`src/rtl/ysyx_23060236_lsu_read.sv`:
```
// rtl/ysyx_23060236_lsu_read.sv - single-outstanding AXI-lite load unit with alignment, extension and timeout
module ysyx_23060236_lsu_read #(
  parameter int TIMEOUT_CYCLES = 255
) (
  input  logic        clock,
  input  logic        reset,
  input  logic        req_valid,
  output logic        req_ready,
  input  logic [31:0] req_addr,
  input  logic [1:0]  req_size,
  input  logic        req_signed,
  output logic        resp_valid,
  input  logic        resp_ready,
  output logic [31:0] resp_data,
  output logic [1:0]  resp_err,
  output logic [31:0] araddr,
  output logic        arvalid,
  input  logic        arready,
  input  logic [31:0] rdata,
  input  logic [1:0]  rresp,
  input  logic        rvalid,
  output logic        rready
);

  typedef enum logic [1:0] {IDLE, AR, R, RESP} state_t;

  localparam logic [15:0] TO_LAST = 16'(TIMEOUT_CYCLES - 1);

  state_t      state_q, state_d;
  logic [1:0]  off_q, off_d;
  logic [1:0]  size_q, size_d;
  logic        signed_q, signed_d;
  logic        drain_q, drain_d;
  logic [15:0] cnt_q, cnt_d;
  logic [31:0] araddr_q, araddr_d;
  logic        arvalid_q, arvalid_d;
  logic        resp_valid_q, resp_valid_d;
  logic [31:0] resp_data_q, resp_data_d;
  logic [1:0]  resp_err_q, resp_err_d;

  logic        misaligned;
  logic [7:0]  byte_v;
  logic [15:0] half_v;
  logic [31:0] load_data;

  assign req_ready  = (state_q == IDLE) && !drain_q;
  // After a timeout the late beat is still owed to us; keep accepting it.
  assign rready     = (state_q == R) || drain_q;
  assign araddr     = araddr_q;
  assign arvalid    = arvalid_q;
  assign resp_valid = resp_valid_q;
  assign resp_data  = resp_data_q;
  assign resp_err   = resp_err_q;

  assign misaligned = (req_size == 2'd3) ||
                      ((req_size == 2'd1) && req_addr[0]) ||
                      ((req_size == 2'd2) && (req_addr[1:0] != 2'b00));

  always_comb begin
    byte_v = 8'h00;
    case (off_q)
      2'd0:    byte_v = rdata[7:0];
      2'd1:    byte_v = rdata[15:8];
      2'd2:    byte_v = rdata[23:16];
      default: byte_v = rdata[31:24];
    endcase
    half_v = off_q[1] ? rdata[31:16] : rdata[15:0];
    case (size_q)
      2'd0:    load_data = {{24{signed_q & byte_v[7]}}, byte_v};
      2'd1:    load_data = {{16{signed_q & half_v[15]}}, half_v};
      default: load_data = rdata;
    endcase
  end

  always_comb begin
    state_d      = state_q;
    off_d        = off_q;
    size_d       = size_q;
    signed_d     = signed_q;
    drain_d      = drain_q;
    cnt_d        = cnt_q;
    araddr_d     = araddr_q;
    arvalid_d    = arvalid_q;
    resp_valid_d = resp_valid_q;
    resp_data_d  = resp_data_q;
    resp_err_d   = resp_err_q;

    if (drain_q && rvalid) drain_d = 1'b0;

    case (state_q)
      IDLE: begin
        if (req_valid && req_ready) begin
          off_d    = req_addr[1:0];
          size_d   = req_size;
          signed_d = req_signed;
          if (misaligned) begin
            state_d      = RESP;
            resp_valid_d = 1'b1;
            resp_err_d   = 2'b11;
            resp_data_d  = 32'h0;
          end else begin
            state_d   = AR;
            araddr_d  = {req_addr[31:2], 2'b00};
            arvalid_d = 1'b1;
          end
        end
      end
      AR: begin
        if (arready) begin
          arvalid_d = 1'b0;
          cnt_d     = 16'h0;
          state_d   = R;
        end
      end
      R: begin
        if (rvalid) begin
          state_d      = RESP;
          resp_valid_d = 1'b1;
          if (rresp != 2'b00) begin
            resp_err_d  = 2'b01;
            resp_data_d = 32'h0;
          end else begin
            resp_err_d  = 2'b00;
            resp_data_d = load_data;
          end
        end else if (cnt_q == TO_LAST) begin
          state_d      = RESP;
          resp_valid_d = 1'b1;
          resp_err_d   = 2'b10;
          resp_data_d  = 32'h0;
          drain_d      = 1'b1;
        end else begin
          cnt_d = cnt_q + 16'h1;
        end
      end
      RESP: begin
        if (resp_ready) begin
          resp_valid_d = 1'b0;
          state_d      = IDLE;
        end
      end
      default: state_d = IDLE;
    endcase
  end

  always_ff @(posedge clock) begin
    if (reset) begin
      state_q      <= IDLE;
      off_q        <= 2'b00;
      size_q       <= 2'b00;
      signed_q     <= 1'b0;
      drain_q      <= 1'b0;
      cnt_q        <= 16'h0;
      araddr_q     <= 32'h0;
      arvalid_q    <= 1'b0;
      resp_valid_q <= 1'b0;
      resp_data_q  <= 32'h0;
      resp_err_q   <= 2'b00;
    end else begin
      state_q      <= state_d;
      off_q        <= off_d;
      size_q       <= size_d;
      signed_q     <= signed_d;
      drain_q      <= drain_d;
      cnt_q        <= cnt_d;
      araddr_q     <= araddr_d;
      arvalid_q    <= arvalid_d;
      resp_valid_q <= resp_valid_d;
      resp_data_q  <= resp_data_d;
      resp_err_q   <= resp_err_d;
    end
  end

endmodule
```
`config.mk`:
```
export PLATFORM = sky130hd
export DESIGN_NAME = ysyx_23060236_lsu_read
export DESIGN_NICKNAME = d
export VERILOG_FILES = /design/src/rtl/ysyx_23060236_lsu_read.sv
export SDC_FILE = /design/constraint.sdc
export NUM_CORES = 1
export LEC_CHECK = 0
export ABC_CLOCK_PERIOD_IN_PS = 3400
export CELL_PAD_IN_SITES_DETAIL_PLACEMENT = 1
export CELL_PAD_IN_SITES_GLOBAL_PLACEMENT = 2
export CORE_MARGIN = 4
export CORE_UTILIZATION = 25
export CTS_CLUSTER_SIZE = 30
export DETAILED_ROUTE_END_ITERATION = 8
export GPL_TIMING_DRIVEN = 0
export PLACE_DENSITY_LB_ADDON = 0.08
export SETUP_SLACK_MARGIN = 0.3
export SKIP_CTS_REPAIR_TIMING = 1
export SYNTH_ARGS = -nofsm -noshare
export SYNTH_HDL_FRONTEND = slang
export SYNTH_SLANG_ARGS = --single-unit
```
`constraint.sdc`:
```
create_clock -name clock -period 3.4 [get_ports clock]
set_clock_uncertainty 0.05 [all_clocks]
set_input_delay 0.68 -clock clock [delete_from_list [all_inputs] [get_ports clock]]
set_output_delay 0.68 -clock clock [all_outputs]
set_load 0.005 [all_outputs]
```
# Word-level counts from Yosys, hierarchy flattened
# Cells that the tools add are included.
# totals
reg_bits,90
inputBits,75
out_inout_bits,70
elab_cells,98
# classes
n_addsub,1
eq_ne,18
n_mux,40
bitwise,3
reduce_logical,25
# op_table
cell,count
32-bit 2-to-1 mux,5
32-bit case mux with 2 select lines,2
16-bit 2-to-1 mux,4
16-bit case mux with 2 select lines,1
8-bit case mux with 3 select lines,1
2-bit 2-to-1 mux,10
16-bit by 1-bit adder with 16-bit output (second input constant),1
16-bit by 8-bit == test with 1-bit output (second input constant),1
4-bit AND reduction,4
1-bit 2-to-1 mux,13
2-bit != test (second input constant),6
2-bit == test (second input constant),5
2-bit nonzero test,5
2-bit by 1-bit == test with 1-bit output (second input constant),4
2-bit case mux with 4 select lines,1
2-bit logical NOT,3
1-bit logical AND,5
5-bit AND reduction,1
2-bit case mux with 2 select lines,1
1-bit logical OR,3
3-bit by 2-bit != test with 1-bit output (second input constant),1
1-bit case mux with 3 select lines,1
3-bit AND reduction,1
3-bit nonzero test,1
6 further kinds,7

# Longest topological paths before layout
# Gate-level depths: netlist of the first run.
# depth
ltp_word,7
ltp_mapped,10
depth_no_buf,7

# Worst setup path before layout of the first run
# No wires, ideal clock.
# synth_timing
kind,input -> register
startpoint,input port req_addr[1]
endpoint,register resp_data_q[12] (netlist: resp_data[12])
setup_ns,0.060
arrival_ns,2.001
required_time_ns,3.290
slack_ns,1.289
path_stages,7
path_buffers,2
cell_sequence,or3_1 -> a41oi_1 -> o21bai_1 -> and2_1 -> buf_2 -> buf_2 -> a32o_1
# synth_between
elab_chain_cells,5
# synth_lines
item,line,rtl
from (decl),9,"input logic [31:0] req_addr,"
2-bit nonzero test,57,((req_size == 2'd2) && (req_addr[1:0] != 2'b00));
1-bit logical AND,57,
1-bit logical OR,56,((req_size == 2'd1) && req_addr[0]) ||
2-bit != test (no line),--,
4-bit AND reduction (no line),--,
to (signal assigned),169,resp_data_q <= resp_data_d;
to (decl),38,"logic [31:0] resp_data_q, resp_data_d;"
# Every way passes these cells.
# A chain may end at the register's enable or synchronous reset.

# Final worst setup path of the first run
# layout_timing
startpoint,input port rvalid
endpoint,register resp_data_q[22] (netlist: resp_data[22])
# layout_between
elab_chain_cells,2
word_cells_on_any_way,4
classes_between,eq/ne: 1; mux: 2; reduce/logical: 1
# layout_lines
item,line,rtl
from (decl),21,"input logic rvalid,"
3-bit by 2-bit != test with 1-bit output (no line) / 32-bit 2-to-1 mux (equally long branches),--,
4-bit AND reduction (no line) / 32-bit case mux with 2 select lines (equally long branches),--,
# Several ways; a longest one is shown, not always the timed one.

==> results.tsv, run 1 <==
metric	value	unit
drive_gt1_frac	0.07504	
final.setup.tns	0	ps
grt_pass1_vias	4280	
dieHeight	136.5	um
synthCells	495	
postRouteAntennaNets	0	
wire_per_inst	16.93	um
clock_latency	350	ps
clkTransAtPathRegs	70	ps
initial_core_util	0.2571	
htree_levels	3	
period_needed	2768	ps
hold_path_end	araddr[4]	
antenna_found_initial	0	
r2r_slack	860	ps
synth-main-ff-cell	dfxtp_1	
yosysSeqAreaShare	0.4364	
tightestPinTransition	722.2	ps
status	finished clean	
cts_root_buf	clkbuf_16	
worst-endpoint-arrival	2990	ps
r2r_cells	9	
grt.total_usage	0.1610	
cts_tree	done	
holdPathStages	2	
hp-class	reg2reg	
vdd_ir_drop_max	0.2691	mV
path_cells	clkdlybuf4s50_1 > nand2_1 > nor4_2 > nor2b_1 > buf_2 > o21ai_2 > buf_2 > o2bb2ai_1	
viasPerCell	4.642	
gp_congestion	0.7992	
area.sequential	1802	um2
p_per_area	543.8	nW/um2
grt_max_degree	15	
io_buffers	142	
comb_power_share	0.319	
vias	4034	
internal_power	2245	uW
final_cell_count_no_fill	869	
cp_max_fo	10	
timing.rr.start	state_q[0]	
async_reset_ff_frac	0	
num_antenna_cells	0	
fill_cells	1902	
clockBufferDepth	2	
finalHoldViolCount	0	
die_w	136.5	um
dp_hpwl	11540	um
nNetsFinal	730	
yosys_warnings	0	
dp_cells	854	
drt-pass1-iter-count	7	
worstSetupPathType	in2reg	
cap_violations	0	
drc	0	
hold_slack	406.3	ps
crit_family	buffers and inverters	
final_common_cell	clkdlybuf4s50_1	
finalInstanceArea	6132	um2
path_common_cell	buf_2	
clkPwrFrac	0.322	
grt-ovfl-total	0	
drt-initial-drc-count	188	
leakage	0.002205	uW
drt_wl_total	14710	um
slew_headroom	0.5145	
rsz0062_at_grt	false	
end_kind	flop	
area_growth_syn_to_layout	48.52	%
core_area	16060	um2
ioPinCount	145	
timing.fmax	361.2	MHz
place_ws	240.4	ps
synth_cell_type_count	55	
finalWorstSetupSlack	631.6	ps
start_kind	primary input	
power_switching	1090	uW
finalCritPeriodShare	0.8142	
numCtsBuffers	9	
synth_edf_count	0	
syn_area	4129	um2
crit_slowest_cell	nor4_2	
place_area	5824	um2
p_seq_frac	0.359	
multi_input_area	2078	um2
layout_common_cells	clkdlybuf4s50_1 (142), nand2_1 (91), dfxtp_1 (90)	
switching_share	0.3269	
drv_slew	0	
grt_pass1_wl	23270	um
max_stage_delay	570	ps
path_buf_inv	3	
synth_area_per_cell	8.341	um2
die-area	18640	um2
required	3620	ps
r2r_end	resp_data[22]	
ys_seq_elements	90	
hp-start	araddr[4]	
setup-violations-final	0	
cts_sinks	90	
fp-row-count	46	
cells by family after synthesis:
group,Yosys count,share of synthesized area
AOI/OAI and AO/OA,124,0.2058
xor gates and xnor gates,8,0.01697
adders and majority gates,6,0.01818
buffers and inverters,52,0.06121
DFF,90,0.4364
muxes,16,0.04091
other,1,0.0009082
and+or+nand+nor,198,0.2197
registers in the layout, summed over array words and instances (netlist names), 2 cells and up:
name,flops
araddr,30
cnt_q,16
resp_data,32
size_q,2
off_q,2
resp_err,2
state_q,2
power groups by stage:
stage | Sequential [uW] | Combinational, uW | Clock [uW]
2_1_floorplan | 1210 | 626 | 0
3_3_place_gp | 1220 | 1060 | 0
3_5_place_dp | 1220 | 1080 | 0
4_1_cts | 1200 | 1090 | 1110
5_1_grt | 1210 | 1190 | 1160
6_report | 1200 | 1060 | 1070
worst min-delay path, stage by stage (launching register included):
cell and delay [ps]:
dfxtp_1 310, nand2_1 50, a21oi_1 50
metrics by stage:
step	utilization	power, uW
after floorplan	-	1839
after global placement	0.3627	2283
after detailed placement	0.3627	2302
after CTS	0.3819	3399
after global routing	0.3819	3564
final	0.3819	3335
worst max-delay path by stage:
stage,startpoint,endpoint,slack [ps],cells after the start
final,rvalid,resp_data[22],630,8
after global routing,rvalid,resp_data[22],390,8
after CTS,rvalid,resp_data[22],590,8
after detailed placement,rvalid,resp_data[22],240,8
after floorplan,req_addr[1],resp_data[12],1290,7
after global placement,rvalid,resp_data[27],320,8
cell type report:
type,count,share of cell area
multi-input cells,354,0.3389
flip-flops and latches,90,0.2938
repair buffers,142,0.2318
well taps,216,0.04407
clock buffers,9,0.03673
plain buffers,34,0.03020
clock inverters,6,0.01347
inverters,18,0.01102
synth_stat cells (all sizes together), types with 8 or more instances:
| cell type | instances | area (um2) |
|---|---|---|
| clkbuf | 15 | 56.30 |
| a21oi | 44 | 220.2 |
| mux2i | 9 | 90.09 |
| nand2 | 91 | 341.6 |
| inv | 16 | 60.06 |
| a31oi | 8 | 50.05 |
| nor2 | 44 | 165.2 |
| o2bb2ai | 17 | 148.9 |
| dfxtp | 90 | 1802 |
| nand2b | 11 | 68.82 |
| nand4 | 8 | 50.05 |
| o21ai | 18 | 93.84 |
| buf | 19 | 128.9 |
| nand3 | 11 | 55.05 |
routing by layer:
metal  vias up  wire, um  global-route usage
met5         -         0                   0
met4         0       171             0.04255
met3        14       731             0.04338
met2        76      7245              0.2746
met1      1904      6560              0.2006
li1       2040         -                   -
No activity file was read; power rests on OpenSTA's default activity.
==> run 2, diff against run 1 <==
ABC_CLOCK_PERIOD_IN_PS = 2900   (was 3400)
clock period = 2.9 ns   (was 3.4 ns; I/O delays follow)
==> run 2 against run 1 <==
Compared with the run above:
- register-to-register slack worse by 260 ps
- core utilization is 0.21 points higher
- global-route usage stayed put
- combinational power is 19% higher
- clock-buffer cell count stayed put
- critical path depth stayed put
- setup slack worse by 220 ps
- wire length is 0.35% higher
- clock power is 18% higher
- sequential share of layout area is 0.14 points lower
- largest cell class unchanged
==> results.tsv, run 2 (synthesis gave the netlist of run 1 again) <==
metric	value	unit	change
internal_power	2636	uW	was 2245 uW
num_antenna_cells	0		unchanged
die_w	136.5	um	unchanged
r2r_slack	600	ps	was 860 ps
r2r_cells	10		was 9
core_area	16060	um2	unchanged
finalHoldViolCount	0		unchanged
wl_met1	6584	um	was 6560 um
status	finished clean		unchanged
grt_pass1_vias	4280		unchanged
cts_root_buf	clkbuf_16		unchanged
ioPinCount	145		unchanged
r2r_end	resp_data[22]		unchanged
multi_input_area	2093	um2	was 2078 um2
path_buf_inv	3		unchanged
grt_pass1_wl	23270	um	unchanged
die-area	18640	um2	unchanged
htree_levels	3		unchanged
switching_share	0.3281		was 0.3269
worst-endpoint-arrival	2670	ps	was 2990 ps
crit_end	resp_data[22]		unchanged
clock_latency	350	ps	about the same
cap_violations	0		unchanged
drt-pass1-iter-count	4		was 7
nNetsFinal	731		was 730
cp_max_fo	10		unchanged
tightestPinTransition	630.1	ps	was 722.2 ps
setup-violations-final	0		unchanged
crit_family	buffers and inverters		unchanged
leakage	0.002233	uW	was 0.002205 uW
drt_wl_total	14760	um	was 14710 um
p_per_area	636.4	nW/um2	was 543.8 nW/um2
path_cells	clkdlybuf4s50_1 > or3_1 > a41oi_1 > nor2b_1 > buf_2 > o21ai_2 > clkbuf_4 > o2bb2ai_1		was clkdlybuf4s50_1 > nand2_1 > nor4_2 > nor2b_1 > buf_2 > o21ai_2 > buf_2 > o2bb2ai_1
grt_max_degree	15		unchanged
drt-initial-drc-count	174		was 188
postRouteAntennaNets	0		unchanged
io_buffers	142		unchanged
numCtsBuffers	9		unchanged
clkTransAtPathRegs	70	ps	about the same
layout_common_cells	clkdlybuf4s50_1 (141), nand2_1 (91), dfxtp_1 (89)		was clkdlybuf4s50_1 (142), nand2_1 (91), dfxtp_1 (90)
cts_sinks	90		unchanged
timing.fmax	401.7	MHz	
area.sequential	1803	um2	was 1802 um2
start_kind	primary input		unchanged
hold_slack	406.3	ps	about the same
required	3080	ps	was 3620 ps
clockBufferDepth	2		unchanged
antenna_found_initial	0		unchanged
top_layer_used	met4		unchanged
power_switching	1287	uW	was 1090 uW
hp-class	reg2reg		unchanged
dieHeight	136.5	um	unchanged
p_seq_frac	0.358		was 0.359
area_growth_syn_to_layout	49.33	%	was 48.52%
period_needed	2489	ps	
fp-row-count	46		unchanged
drv_slew	0		unchanged
cp_num_cells	8		unchanged
timing.rr.start	state_q[1]		was state_q[0]
largest_reg_flops	32		unchanged
viasPerCell	4.634		was 4.642
wl_met2	7259	um	was 7245 um
fill_cells	1899		was 1902
finalCritPeriodShare	0.8583		
final_cell_count_no_fill	870		was 869
initial_core_util	0.2571		unchanged
comb_power_share	0.321		was 0.319
max_stage_delay	450	ps	was 570 ps
clkPwrFrac	0.321		was 0.322
final_core_util	0.3840		was 0.3819
final.setup.tns	0	ps	unchanged
dr_wl_met3	746	um	was 731 um
worstSetupPathType	in2reg		unchanged
wire_per_inst	16.96	um	was 16.93 um
vdd_ir_drop_max	0.3241	mV	was 0.2691 mV
end_kind	flop		unchanged
rsz0062_at_grt	true		was false
cts_tree	done		unchanged
dp_hpwl	11540	um	unchanged
grt-ovfl-total	0		unchanged
slew_headroom	0.5799		was 0.5145
startpoint	req_addr[1]		was rvalid
final_common_cell	clkdlybuf4s50_1		unchanged
drive_gt1_frac	0.08410		was 0.07504
crit_slowest_cell	or3_1		was nor4_2
drc	0		unchanged
vias	4032		was 4034
grt.total_usage	0.1610		unchanged
gp_congestion	0.7992		unchanged
dp_cells	854		unchanged
## run 2: stage by stage
stage          power [uW]  instance area [um2]  setup slack (ps)
3_3_place_gp         2677                 5824            -82.61
5_1_grt              4188                 6166             284.6
3_5_place_dp         2699                 5824            -159.6
6_report             3924                 6166             410.8
4_1_cts              3985                 6132             193.9
2_1_floorplan        2156                 4133             888.4
## run 2: how the worst min path moves through the flow
| stage | from | to | slack, ps | depth (start not counted) |
|---|---|---|---|---|
| 2_1_floorplan | resp_err[0] | resp_err[0] | 400 | 2 |
| 3_3_place_gp | araddr[22] | araddr[22] | 390 | 2 |
| 3_5_place_dp | resp_data[17] | resp_data[17] | 400 | 1 |
| 4_1_cts | araddr[4] | araddr[4] | 410 | 2 |
| 5_1_grt | araddr[3] | araddr[3] | 430 | 2 |
| 6_report | araddr[4] | araddr[4] | 410 | 2 |
## run 2: power by group through the flow
stage | Sequential [uW] | Combinational, uW | Clock [uW]
final | 1410 | 1260 | 1260
after global routing | 1420 | 1400 | 1360
after CTS | 1410 | 1270 | 1310
after detailed placement | 1430 | 1270 | 0
after global placement | 1430 | 1250 | 0
after floorplan | 1420 | 734 | 0
## run 2: metal layers
layer,global-route usage,up-vias
met1,0.2006,1898
met5,0,-
li1,-,2044
met2,0.2746,76
met4,0.04255,0
met3,0.04338,14
## run 2: tightest hold or removal path: cells and delay by family, from the launching register on
kind,cells,cell delay (ps)
flip-flops,1,310
AND/OR/NAND/NOR,1,50
AO/OA/AOI/OAI,1,50
## run 2: final cells by class
class                      instances  share of cell area
tap                              216             0.04383
sequential                        90              0.2924
buffer                            34             0.03064
timing repair buffer             143              0.2321
clock buffer                       9             0.03653
multi-input combinational        354              0.3395
inverter                          18             0.01157
clock inverter                     6             0.01339
